==> src/rtl/score_display_ctrl.sv <==
`default_nettype none
// ============================================================================
// Module   : score_display_ctrl
// Brief    : Generation/population score sequencer for a 4-digit 7-seg mux.
//            Optional SCORE_PAGE_TAG_EN: dig3 shows a page tag, 3-digit range.
// Revision : 1.0
// ============================================================================
module score_display_ctrl #(
    parameter int PAGE_CYCLES = 200000000,
    parameter int POP_W       = 14
) (
    input  logic             clk,
    input  logic             reset,
    input  logic             gen_inc,
    input  logic             gen_clr,
    input  logic [POP_W-1:0] pop_value,
    input  logic             pop_valid,
    output logic             pop_ready,
    input  logic             page_next,
    output logic             page,
    output logic             gen_sat,
    output logic [3:0]       dig0,
    output logic [3:0]       dig1,
    output logic [3:0]       dig2,
    output logic [3:0]       dig3
);

`ifdef SCORE_PAGE_TAG_EN
    localparam int          c_sat_val = 999;
    localparam logic [15:0] c_sat_bcd = 16'h0999;
    localparam logic [15:0] c_dig_rst = 16'hA000;
`else
    localparam int          c_sat_val = 9999;
    localparam logic [15:0] c_sat_bcd = 16'h9999;
    localparam logic [15:0] c_dig_rst = 16'h0000;
`endif
    localparam int c_tw = $clog2(PAGE_CYCLES);
    localparam int c_cw = $clog2(POP_W + 1);

    typedef enum logic [1:0] {
        ST_IDLE = 2'd0,
        ST_CONV = 2'd1,
        ST_LOAD = 2'd2
    } state_t;

    state_t             state_q, state_d;
    logic [15:0]        gen_q, gen_d;
    logic [15:0]        popbcd_q, popbcd_d;
    logic [15:0]        scr_q, scr_d;
    logic [POP_W-1:0]   bin_q, bin_d;
    logic [c_cw-1:0]    cnt_q, cnt_d;
    logic [c_tw-1:0]    timer_q, timer_d;
    logic               page_q, page_d;
    logic [15:0]        dig_q, dig_d;

    logic               w_gen_sat;
    logic               w_carry;
    logic [15:0]        w_adj;
    logic [POP_W-1:0]   w_pop_clamped;

    assign w_gen_sat = (gen_q == c_sat_bcd);

    // Decimal ripple increment; saturation blocks any further counting.
    always_comb begin
        gen_d   = gen_q;
        w_carry = 1'b1;
        if (gen_clr) begin
            gen_d = '0;
        end else if (gen_inc && !w_gen_sat) begin
            for (int i = 0; i < 4; i++) begin
                if (w_carry) begin
                    if (gen_q[4*i +: 4] == 4'd9) begin
                        gen_d[4*i +: 4] = 4'd0;
                    end else begin
                        gen_d[4*i +: 4] = gen_q[4*i +: 4] + 4'd1;
                        w_carry         = 1'b0;
                    end
                end
            end
        end
    end

    assign w_pop_clamped = (int'(pop_value) > c_sat_val) ? POP_W'(c_sat_val) : pop_value;

    always_comb begin
        w_adj = scr_q;
        for (int i = 0; i < 4; i++) begin
            if (scr_q[4*i +: 4] >= 4'd5) begin
                w_adj[4*i +: 4] = scr_q[4*i +: 4] + 4'd3;
            end
        end
    end

    always_comb begin
        state_d  = state_q;
        scr_d    = scr_q;
        bin_d    = bin_q;
        cnt_d    = cnt_q;
        popbcd_d = popbcd_q;
        case (state_q)
            ST_IDLE: begin
                if (pop_valid) begin
                    bin_d   = w_pop_clamped;
                    scr_d   = '0;
                    cnt_d   = c_cw'(POP_W);
                    state_d = ST_CONV;
                end
            end
            ST_CONV: begin
                scr_d = {w_adj[14:0], bin_q[POP_W-1]};
                bin_d = bin_q << 1;
                cnt_d = cnt_q - c_cw'(1);
                if (cnt_q == c_cw'(1)) begin
                    state_d = ST_LOAD;
                end
            end
            ST_LOAD: begin
                popbcd_d = scr_q;
                state_d  = ST_IDLE;
            end
            default: begin
                state_d = ST_IDLE;
            end
        endcase
    end

    // A button press on the terminal cycle merges into the single auto toggle.
    always_comb begin
        page_d  = page_q;
        timer_d = timer_q + c_tw'(1);
        if (page_next || (timer_q == c_tw'(PAGE_CYCLES - 1))) begin
            page_d  = ~page_q;
            timer_d = '0;
        end
    end

    always_comb begin
        dig_d = page_q ? popbcd_q : gen_q;
`ifdef SCORE_PAGE_TAG_EN
        dig_d[15:12] = page_q ? 4'd12 : 4'd10;
`endif
    end

    always_ff @(posedge clk) begin
        if (reset) begin
            state_q  <= ST_IDLE;
            gen_q    <= '0;
            popbcd_q <= '0;
            scr_q    <= '0;
            bin_q    <= '0;
            cnt_q    <= '0;
            timer_q  <= '0;
            page_q   <= 1'b0;
            dig_q    <= c_dig_rst;
        end else begin
            state_q  <= state_d;
            gen_q    <= gen_d;
            popbcd_q <= popbcd_d;
            scr_q    <= scr_d;
            bin_q    <= bin_d;
            cnt_q    <= cnt_d;
            timer_q  <= timer_d;
            page_q   <= page_d;
            dig_q    <= dig_d;
        end
    end

    assign pop_ready = (state_q == ST_IDLE);
    assign page      = page_q;
    assign gen_sat   = w_gen_sat;
    assign dig0      = dig_q[3:0];
    assign dig1      = dig_q[7:4];
    assign dig2      = dig_q[11:8];
    assign dig3      = dig_q[15:12];

endmodule
`default_nettype wire

==> config.mk <==
export PLATFORM = sky130hd
export DESIGN_NAME = score_display_ctrl
export DESIGN_NICKNAME = d
export VERILOG_FILES = /design/src/rtl/score_display_ctrl.sv
export SDC_FILE = /design/constraint.sdc
export NUM_CORES = 1
export LEC_CHECK = 0
export ABC_AREA = 1
export CORE_MARGIN = 1.5
export CORE_UTILIZATION = 55
export CTS_BUF_LIST = sky130_fd_sc_hd__clkbuf_8
export DETAILED_ROUTE_END_ITERATION = 8
export PLACE_DENSITY_LB_ADDON = 0.05
export SLEW_MARGIN = 10
export SYNTH_ARGS = -nofsm -noshare
export SYNTH_HDL_FRONTEND = slang
export SYNTH_SLANG_ARGS = --single-unit
==> constraint.sdc <==
create_clock -name clk -period 1.4 [get_ports clk]
set_input_delay 0.28 -clock clk [delete_from_list [all_inputs] [get_ports clk]]
set_output_delay 0.28 -clock clk [all_outputs]
set_load 0.01 [all_outputs]
* Word level (Yosys, flattened, before mapping) *
Cells that the tools add are included.

word-level totals
  output and inout port bits = 19
  word-level logic and storage cells = 81
  register bits after elaboration = 113
  bits of input ports = 20

cells by class
  add/sub/neg operators = 10
  order comparisons = 5
  mux-type cells = 30
  equality and inequality tests = 11
  bitwise gates (word level) = 1
  reduce and logical (&&, ||, !) cells = 12

operators with widths
  kind                                                               number
  two-way mux 16 bit                                                 2
  two-way mux 4 bit                                                  8
  case mux 16 bit (2 select lines)                                   1
  adder 28 x 1 -> 28 bit, second input constant                      1
  == test 28 bit, second input constant                              1
  two-way mux 14 bit                                                 2
  case mux 14 bit (2 select lines)                                   1
  adder 4 x 1 -> 4 bit, second input constant                        4
  == test 16 bit, second input constant                              1
  == test 4 bit, second input constant                               4
  greater-or-equal comparator 4 x 3 -> 1 bit, second input constant  4
  greater-than comparator 14 bit, second input constant              1
  adder 4 x 2 -> 4 bit, second input constant                        3
  two-way mux 1 bit                                                  11
  AND reduction 2 bit                                                5
  case mux 4 bit (2 select lines)                                    1
  == test 4 x 1 -> 1 bit, second input constant                      1
  two-way mux 2 bit                                                  2
  inequality test 2 bit, second input constant                       2
  case mux 2 bit (2 select lines)                                    1
  OR reduction 2 bit                                                 2
  subtractor 4 x 1 -> 4 bit, second input constant                   1
  adder 3 x 2 -> 3 bit, second input constant                        1
  two-way mux 3 bit                                                  1
  8 further kinds                                                    8

* Logic depth before layout (Yosys ltp) *
Gate-level depths: netlist (run 1).

  word-level depth = 12
  mapped depth = 11
  gate-level depth less buffers = 10

* Worst setup path after synthesis (run 1) *
No wires, ideal clock.

  path kind = register -> register
  start = reg timer_q[0]
  end = reg timer_q[16]
  arrival = 1339 ps
  library setup time = 114 ps
  path buffers = 1
  period minus slack after synthesis = 1454 ps
  slack = -54 ps
  cell stages (with the launch flop) = 10
  required time = 1286 ps
  cells stage by stage = dfxtp_1 -> ha_1 -> inv_1 -> nor2_2 -> nand2_2 -> nor2_1 -> nand2_1 -> nand3_4 -> buf_6 -> nor2_1

on the way
  word-level cells in the longest chain between the ends = 3
  elaborated cells between the ends (all ways) = 4
  those cells by class = 1 x add/sub; 1 x eq/ne; 2 x reduce/logical

RTL lines
  element                                                                         line  text
  start: declaration                                                              52    logic [c_tw-1:0] timer_q, timer_d;
  start signal: assignment                                                        162   timer_q <= timer_d;
  parallel branches: the longest is 3 deep, another holds adder 28 x 1 -> 28 bit  --

Several ways; the timed one is not identified.
A chain may end at the register's enable or synchronous reset.

* Worst setup path in the final report (run 1) *
  start = reg gen_q[6]
  end = out gen_sat

on the way
  word-level cells in the longest chain between the ends = 1

RTL lines
  element                   line  text
  start: declaration        47    logic [15:0] gen_q, gen_d;
  start signal: assignment  157   gen_q <= gen_d;
  == test 16 bit            61    assign w_gen_sat = (gen_q == c_sat_bcd);
  end: declaration          21    output logic gen_sat,

No other way between the ends.

==> results of run 1 <==
## registers in the layout, summed over array words and instances (netlist names)
signal / flops
timer_q: 28
dig_q: 16
gen_q: 16
popbcd_q: 16
scr_q: 16
bin_q: 14
cnt_q: 4
state_q: 2
page: 1
## worst max-delay path, delay by kind of cell, from the launching register on
| kind | cells | cell delay (ns) |
|---|---|---|
| buffers and inverters | 2 | 0.23 |
| flip-flops | 1 | 0.33 |
| AND/OR/NAND/NOR | 4 | 0.36 |
## per-layer routing
layer  part of all wire, %  vias to the layer above  track usage [%]
met5                     0                        -                0
met4                   1.1                        0             9.17
met3                   3.5                       15             6.84
met1                    45                     2464             33.1
li1                      -                     2754                -
met2                    50                      105             42.2
## cells by family (layout without fill, tap and decap cells)
| group | Yosys count | after routing |
|---|---|---|
| xor gates and xnor gates | 16 | 16 |
| and+or+nand+nor | 364 | 364 |
| adders and majority gates | 11 | 11 |
| AOI/OAI and AO/OA | 163 | 163 |
| buffers and inverters | 104 | 242 |
| DFF | 113 | 113 |
## power breakdown
part	internal (uW)	switching [uW]	leakage [uW]	total, uW
Clock	1760	1300	0.000193	3060
Combinational	284	357	0.00178	641
Sequential	3300	37.6	0.000929	3340
## final cells by class
cell class | instances | area [um^2] | area share (%)
sequential | 113 | 2290 | 30.9
timing repair buffer | 135 | 1200 | 16.2
clock buffer | 18 | 248 | 3.34
inverter | 77 | 294 | 3.96
clock inverter | 12 | 144 | 1.94
multi-input combinational | 554 | 3070 | 41.4
tap | 133 | 166 | 2.24
## cell usage after synthesis, types with 5 or more instances
cell type / number
nand2_1: 193
inv_1: 69
clkbuf_1: 16
a21oi_1: 92
nor2_2: 8
nand4_1: 13
xor2_1: 14
buf_2: 5
dfxtp_1: 113
o21ai_0: 56
inv_2: 7
nand3b_1: 6
nand3_1: 29
a22oi_1: 9
nor2_4: 5
nand2_2: 5
ha_1: 11
nor2_1: 91
## worst paths after layout
path                               startpoint          end  cells past startpoint
worst max-delay path                 gen_q[6]      gen_sat                      6
worst min-delay path            pop_value[11]    bin_q[11]                      3
worst max register to register     timer_q[1]  timer_q[18]                     11
worst min register to register      scr_q[15]    scr_q[15]                      2
## through the flow
step	instance area [um^2]	worst slack, ns
after floorplan	5430	0.00625
after global placement	6510	-0.288
after detailed placement	6510	-0.366
after CTS	7110	-0.249
after global routing	7420	-0.295
final	7420	-0.232
## what timing repair did
item                       4_1_cts  5_1_grt
pin swaps                       11       24
gates cloned                     1        1
setup buffers                    7       12
hold endpoints to repair         0        0
resized for setup               70      102
setup endpoints to repair       60       54
==> out/qor.csv, run 1 <==
stage,metric,value,unit
worst_setup_path,setup.worst_path.class,reg2out,
final_layout,fill_cells,717,
route,drt_iter0_drc,200,
sta,setup_viol,11,
logic_synthesis,avgSynthCellArea,7.03,um^2
logic_synthesis,synth_top_area_cell,dfxtp_1,
place,hpwl,9120,um
final_layout,drive_gt1_share,30.6,%
route,routedWlPerCell,13.1,um
hold_path,hold_path.class,in2reg,
logic_synthesis,syn_nets,802,
worst_setup_path,start_kind,flip-flop,
place,portBuffers,38,
clocking,htreeDepth,4,
sta,finalHoldViolations,0,
clocking,insertion_delay,0.43,ns
sta,period_needed,1.63,ns
power,powerDensity,949,nW/um^2
global_route,overflow,0,
logic_synthesis,synth-simple-area-share,29.5,%
worst_setup_path,crit_required,1.12,ns
sta,skew,0.0105,ns
global_route,grt_pass1_wl,21300,um
final_layout,finalNetCount,929,
die,die_w,102,um
final_layout,layout_common_cells,"178 x nand2_1, 89 x dfxtp_1, 84 x buf_4, 68 x a21oi_1, 62 x nor2_1",
final_layout,final_core_util,76.6,%
worst_setup_path,crit_path_end_kind,output port,
worst_setup_path,cpMostUsedCell,nand2_4,
clocking,cts_made_buffers,17,
clocking,cts-root-buf,clkbuf_8,
logic_synthesis,ys_warn_count,0,
die,die_area,10500,um^2
power,vdd_drop_max,0.703,mV
logic_synthesis,yosys-top-cells-area,"dfxtp_1 42%, nand2_1 13%, a21oi_1 8.5%, nor2_1 6.3%, o21ai_0 5.2%",
logic_synthesis,synth_xor_area_share,2.59,%
worst_setup_path,crit_slowest_cell,dfxtp_1,
die,core,9680,um^2
clocking,clock-sinks,113,
logic_synthesis,synth_top_family_by_area,simple AND/OR/NAND/NOR gates,
worst_setup_path,arrival,1.35,ns
sta,report.final.slew_viol_count,0,
place,place_inst,995,
worst_setup_path,slowest_delay,0.33,ns
clocking,cts_buffer_depth,2,
route,drc,0,
sta,tightest_slew,0.327,ns
clocking,cts_tree,done,
logic_synthesis,netlist.area_leader.share,41.7,%
logic_synthesis,synthMuxAreaShare,0,%
worst_setup_path,cp_cell_sequence,inv_2 > nand2_4 > nor2_4 > nand2_4 > nor3_2 > buf_2,
global_route,antenna_found_initial,0,
final_layout,final_common_cell,nand2_1,
route,detailedRoute.firstPassIterationCount,5,
logic_synthesis,ys_ff_latch,113,
logic_synthesis,ys.flop_type,dfxtp_1,
global_route,grt_usage,25.9,%
die,start_util,56.0,%
logic_synthesis,seq_area_frac_synth,41.7,%
logic_synthesis,postSynthCellCount,771,
route,wirelength,13700,um
sta,holdWs,0.455,ns
route,num_vias,5338,
job,drv_cap,0,
worst_setup_path,ff2ff_setup_slack,-0.07,ns
run_status,violations,negative setup slack,
route,antenna_left,0,
sta,worst_slack,-0.232,ns
final_layout,syn_to_final_growth,36.9,%
sta,period_share,117,%
power,leakagePower,0.00290,uW
logic_synthesis,synthAdderAreaFrac,2.54,%
logic_synthesis,syn-cell-area,5420,um^2
sta,rsz0062_at_grt,true,
sta,fin_tns_setup,-0.547,ns
logic_synthesis,synth-edff-count,0,
sta,fmax,613,MHz
clocking,path_clk_slew,0.07,ns
worst_setup_path,cp_max_fo,3,
final_layout,n_antenna_cell,0,
power,power,7040,uW
die,die-height,102,um
logic_synthesis,synth_compound_area_share,15.8,%
logic_synthesis,async_flop_share,0,%
final_layout,finalNonFillerCells,1042,
logic_synthesis,ys_types,35,
place,gp_congestion,0.912,
die,num_rows,36,
route,viasPerCell,5.12,
run_status,status,"finished, violations left",
global_route,grt_pass1_vias,4792,
clocking,postCtsHoldBufs,0,
die,pin_count,39,
global_route,grt_start_max_net_pins,34,
sta,relSlewSlack,78.0,%
Power figures use the tool's default switching activity.
==> run 2: changes to the inputs <==
GPL_TIMING_DRIVEN = 0   (was not set)
==> out/qor.csv, run 2 (synthesis results as in run 1) <==
stage,metric,value,unit,change
run_status,status,"finished, violations left",,
run_status,violations,negative setup slack,,
sta,tightest_slew,0.512,ns,+0.184 ns
global_route,grt_start_max_net_pins,17,,-50%
final_layout,largest_register_ffs,28,,unchanged
die,core,9680,um^2,unchanged
place,hpwl,9000,um,-1.3%
worst_setup_path,crit_start,gen_q[1],,
die,die_w,102,um,unchanged
power,power,7170,uW,+1.8%
clocking,cts-root-buf,clkbuf_8,,
worst_setup_path,rr_worst_depth,11,,unchanged
worst_setup_path,cp.depth,6,,unchanged
hold_path,hold_path.class,in2reg,,
worst_setup_path,cp_cell_sequence,inv_4 > nand2_4 > nor2_4 > nand2_4 > nor3_2 > buf_2,,
worst_setup_path,setup.worst_path.class,reg2out,,
power,powerDensity,1030,nW/um^2,+8.0%
power,p_sw,1780,uW,+5.1%
power,switching_share,24.9,%,+0.78 points
final_layout,finalNonFillerCells,1008,,-3.3%
worst_setup_path,arrival,1.36,ns,about the same
final_layout,largest_register,timer_q,,
power,pwr-share-clk,45.2,%,+1.7 points
worst_setup_path,critPathTopFamily,simple AND/OR/NAND/NOR gates,,
place,portBuffers,36,,-5.3%
worst_setup_path,crit_required,1.12,ns,about the same
sta,setup_viol,20,,+9
clocking,insertion_delay,0.44,ns,about the same
worst_setup_path,rr_startpoint,gen_q[15],,
sta,report.final.slew_viol_count,0,,unchanged
global_route,grt_pass1_wl,21100,um,-0.81%
global_route,antenna_found_initial,0,,unchanged
place,pre_cts_slack,-0.413,ns,-0.0467 ns
global_route,grt_usage,26.1,%,+0.22 points
route,wl_met2,6610,um,-3.3%
route,antenna_left,0,,unchanged
worst_setup_path,start_kind,flip-flop,,
worst_setup_path,crit_slowest_cell,dfxtp_4,,
sta,period_needed,1.64,ns,+0.00469 ns
power,p_seq_share,46.5,%,-0.9 points
route,drc,0,,unchanged
power,combPwrFrac,8.3,%,-0.8 points
worst_setup_path,cp_max_fo,2,,-1
route,met1_length,5990,um,-3.7%
sta,relSlewSlack,65.9,%,-12 points
worst_setup_path,path_buf_inv,2,,unchanged
worst_setup_path,endpoint,gen_sat,,
route,drt_iter0_drc,203,,+1.5%
route,routedWlPerCell,13.3,um,+1.1%
route,wirelength,13400,um,-2.2%
die,pin_count,39,,unchanged
clocking,clock-sinks,113,,unchanged
route,highest_layer,met4,,
final_layout,n_antenna_cell,0,,unchanged
worst_setup_path,crit_path_end_kind,output port,,
sta,period_share,117,%,+0.34 points
die,num_rows,36,,unchanged
final_layout,finalNetCount,893,,-3.9%
job,drv_cap,0,,unchanged
final_layout,layout_common_cells,"180 x nand2_1, 90 x a21oi_1, 80 x dfxtp_1, 61 x nor2_1, 56 x inv_1",,
route,num_vias,5271,,-1.3%
final_layout,syn_to_final_growth,29.0,%,
sta,rsz0062_at_grt,true,,
power,leakagePower,0.00269,uW,-7.2%
route,wl_met3,621,um,+28%
clocking,path_clk_slew,0.07,ns,about the same
final_layout,final_common_cell,nand2_1,,
final_layout,final_core_util,72.2,%,-4.4 points
worst_setup_path,slowest_delay,0.36,ns,+0.03 ns
sta,fin_tns_setup,-1.06,ns,-0.515 ns
die,die-height,102,um,unchanged
clocking,cts_made_buffers,17,,unchanged
clocking,cts_buffer_depth,2,,unchanged
place,gp_congestion,0.849,,-6.9%
worst_setup_path,worstReg2RegEnd,gen_q[4],,
global_route,grt_pass1_vias,4795,,+0.063%
sta,worst_slack,-0.236,ns,-0.00469 ns
global_route,overflow,0,,unchanged
final_layout,drive_gt1_share,25.3,%,-5.3 points
worst_setup_path,ff2ff_setup_slack,-0.09,ns,-0.02 ns
clocking,htreeDepth,4,,unchanged
sta,fmax,611,MHz,-0.29%
final_layout,fill_cells,767,,+7.0%
die,die_area,10500,um^2,unchanged
worst_setup_path,cpMostUsedCell,nand2_4,,
place,place_inst,940,,-5.5%
clocking,cts_tree,done,,
sta,finalHoldViolations,0,,unchanged
power,internal_power,5380,uW,+0.75%
die,start_util,56.0,%,unchanged
sta,skew,0.00739,ns,-0.00312 ns
power,vdd_drop_max,0.922,mV,+31%
route,detailedRoute.firstPassIterationCount,4,,-1
route,viasPerCell,5.23,,+2.1%
## run 2: worst min-delay path by stage
stage,endpoint,startpoint,slack (ns),depth (start not counted)
floorplan,timer_q[0],timer_q[0],0.41,1
global placement,timer_q[0],timer_q[0],0.42,1
detailed placement,timer_q[0],timer_q[0],0.42,1
CTS,cnt_q[1],reset,0.12,2
global route,cnt_q[1],reset,0.12,2
finish,cnt_q[1],reset,0.14,2
## run 2: timing repair
action	CTS	global route
gates cloned	2	0
hold buffers	0	0
endpoints found under the setup margin	88	91
resized for setup	80	95
buffers inserted	24	13
pin swaps	15	22
## run 2: worst reg2reg max path: cells and delay by family (launching register included)
family                 cells  cell delay (ns)
AND/OR/NAND/NOR            8             0.65
buffers and inverters      3             0.38
flip-flops                 1             0.35
## run 2: power by group through the flow
stage	logic (uW)	clock network (uW)	registers, uW
6_report	594	3240	3330
5_1_grt	661	3430	3340
4_1_cts	574	3270	3340
3_5_place_dp	548	0	3410
3_3_place_gp	535	0	3410
2_1_floorplan	321	0	3420
## run 2: layer usage
| layer | vias to the layer above | GRT usage [%] |
|---|---|---|
| met2 | 105 | 44.0 |
| li1 | 2698 | - |
| met5 | - | 0 |
| met3 | 20 | 8.21 |
| met1 | 2448 | 31.6 |
| met4 | 0 | 8.64 |
## run 2: cell type report
class                      instances  area (um^2)  share of cell area (%)
clock buffer                      19          262                    3.74
clock inverter                    13          161                    2.31
buffer                            26          160                    2.29
timing repair buffer              73          658                    9.41
inverter                          77          297                    4.24
tap                              133          166                    2.38
sequential                       113         2320                    33.1
multi-input combinational        554         2970                    42.5
## run 2: metrics by stage
stage | hold slack (ns) | cell area, um^2
final | 0.141 | 6990
after global routing | 0.123 | 6990
after CTS | 0.123 | 6700
after detailed placement | 0.422 | 5950
after global placement | 0.415 | 5950
after floorplan | 0.406 | 5430
==> run 3: changes to the inputs <==
SKIP_CTS_REPAIR_TIMING = 1   (was not set)
==> out/qor.csv, run 3 (synthesis results as in run 1) <==
stage,metric,value,unit,change
worst_setup_path,worstReg2RegEnd,timer_q[13],,
die,die_w,102,um,unchanged
sta,skew,0.00786,ns,+0.000474 ns
die,die_area,10500,um^2,unchanged
hold_path,hp-start,reset,,
final_layout,layout_common_cells,"180 x nand2_1, 91 x dfxtp_1, 74 x a21oi_1, 68 x nor2_1, 59 x inv_1",,
clocking,cts_buffer_depth,2,,unchanged
global_route,antenna_found_initial,0,,unchanged
global_route,grt_start_max_net_pins,17,,unchanged
worst_setup_path,cp.depth,6,,unchanged
run_status,status,"finished, violations left",,
worst_setup_path,slowest_delay,0.37,ns,about the same
die,pin_count,39,,unchanged
global_route,grt_pass1_vias,4680,,-2.4%
place,dpl-instance-area,5950,um^2,unchanged
worst_setup_path,endpoint,gen_sat,,
final_layout,final_core_util,72.5,%,+0.34 points
worst_setup_path,crit_slowest_cell,dfxtp_4,,
worst_setup_path,crit_required,1.12,ns,about the same
worst_setup_path,ff2ff_setup_slack,-0.12,ns,-0.03 ns
sta,worst_slack,-0.308,ns,-0.0713 ns
clocking,htreeDepth,4,,unchanged
die,die-height,102,um,unchanged
worst_setup_path,setup.worst_path.class,reg2out,,
sta,relSlewSlack,62.1,%,-3.7 points
clocking,path_clk_slew,0.07,ns,about the same
final_layout,largest_register_ffs,28,,unchanged
sta,rsz0062_at_grt,true,,
sta,period_share,122,%,+5.1 points
final_layout,final_common_cell,nand2_1,,
global_route,overflow,0,,unchanged
die,start_util,56.0,%,unchanged
sta,fmax,586,MHz,-4.2%
final_layout,largest_register,timer_q,,
route,drt_iter0_drc,194,,-4.4%
route,num_vias,5263,,-0.15%
sta,report.final.slew_viol_count,0,,unchanged
place,hpwl,9000,um,unchanged
power,powerDensity,1020,nW/um^2,-0.33%
sta,period_needed,1.71,ns,+0.0713 ns
clocking,cts-root-buf,clkbuf_8,,
place,pre_cts_slack,-0.413,ns,unchanged
run_status,violations,negative setup slack,,
sta,finalHoldViolations,0,,unchanged
final_layout,n_antenna_cell,0,,unchanged
sta,tightest_slew,0.568,ns,+0.0560 ns
route,viasPerCell,5.26,,+0.65%
global_route,grt_pass1_wl,20300,um,-3.8%
final_layout,finalNetCount,885,,-0.90%
place,portBuffers,36,,unchanged
route,antenna_left,0,,unchanged
worst_setup_path,rr_worst_depth,8,,-3
clocking,cts_tree,done,,
worst_setup_path,critPathTopFamily,simple AND/OR/NAND/NOR gates,,
final_layout,finalNonFillerCells,1000,,-0.79%
power,vdd_drop_max,0.924,mV,+0.20%
route,wirelength,13600,um,+1.8%
worst_setup_path,path_buf_inv,2,,unchanged
final_layout,syn_to_final_growth,29.6,%,
worst_setup_path,rr_startpoint,timer_q[7],,
worst_setup_path,crit_start,gen_q[1],,
worst_setup_path,cp_cell_sequence,inv_4 > nand2_4 > nor2_4 > nand2_4 > nor3_2 > buf_2,,
route,detailedRoute.firstPassIterationCount,5,,+1
die,core,9680,um^2,unchanged
worst_setup_path,start_kind,flip-flop,,
clocking,insertion_delay,0.45,ns,about the same
place,place_inst,940,,unchanged
final_layout,drive_gt1_share,23.9,%,-1.4 points
final_layout,final_cell_area,7020,um^2,+0.47%
worst_setup_path,cpMostUsedCell,nand2_4,,
power,leakagePower,0.00286,uW,+6.3%
worst_setup_path,arrival,1.43,ns,+0.07 ns
job,drv_cap,0,,unchanged
sta,holdWs,0.140,ns,-0.000796 ns
place,gp_congestion,0.849,,unchanged
worst_setup_path,cp_max_fo,6,,+4
worst_setup_path,crit_path_end_kind,output port,,
clocking,clock-sinks,113,,unchanged
die,num_rows,36,,unchanged
clocking,cts_made_buffers,17,,unchanged
global_route,grt_usage,25.0,%,-1.1 points
hold_path,hold_path.class,in2reg,,
route,drc,0,,unchanged
route,routedWlPerCell,13.6,um,+2.6%
sta,setup_viol,42,,+110%
-- run 3: cell count changes in the layout (fill, tap and decap cells not counted), moves of 6 or more --
cell,change
dlymetal6s2s_1,+17
nor2_1,+7
nor2_2,-7
a21oi_1,-16
dfxtp_2,-11
dfxtp_1,+11
buf_4,-6
a21oi_2,+16
dlygate4sd2_1,-16
-- run 3: worst min-delay path by stage --
stage	end	slack (ns)	cells after the start
floorplan	timer_q[0]	0.41	1
global placement	timer_q[0]	0.42	1
detailed placement	timer_q[0]	0.42	1
CTS	cnt_q[1]	0.12	2
global route	cnt_q[1]	0.13	2
finish	cnt_q[1]	0.14	2
-- run 3: metrics by stage --
| step | power (uW) | setup TNS [ns] |
|---|---|---|
| 2_1_floorplan | 3740 | 0 |
| 3_3_place_gp | 3940 | -18.08 |
| 3_5_place_dp | 3960 | -19.04 |
| 4_1_cts | 7160 | -10.85 |
| 5_1_grt | 7440 | -6.87 |
| 6_report | 7180 | -3.53 |
-- run 3: final cells by class --
class | instances | area, um^2
tap | 133 | 166
fill | 765 | 2660
clock inverter | 13 | 161
sequential | 113 | 2300
clock buffer | 19 | 262
inverter | 77 | 297
multi-input combinational | 554 | 3010
timing repair buffer | 65 | 661
buffer | 26 | 166
-- run 3: power breakdown --
part	internal [uW]	switching [uW]	total, uW
Combinational	252	358	609
Sequential	3290	42.1	3330
Clock	1850	1380	3230
Total	5390	1780	7180
-- run 3: layer usage --
metal | vias to the layer above | global-route usage (%) | wire length (um)
li1 | 2669 | - | -
met1 | 2485 | 30.7 | 6190
met2 | 88 | 42.1 | 6750
met3 | 21 | 7.80 | 522
met4 | 0 | 7.80 | 164
met5 | - | 0 | 0
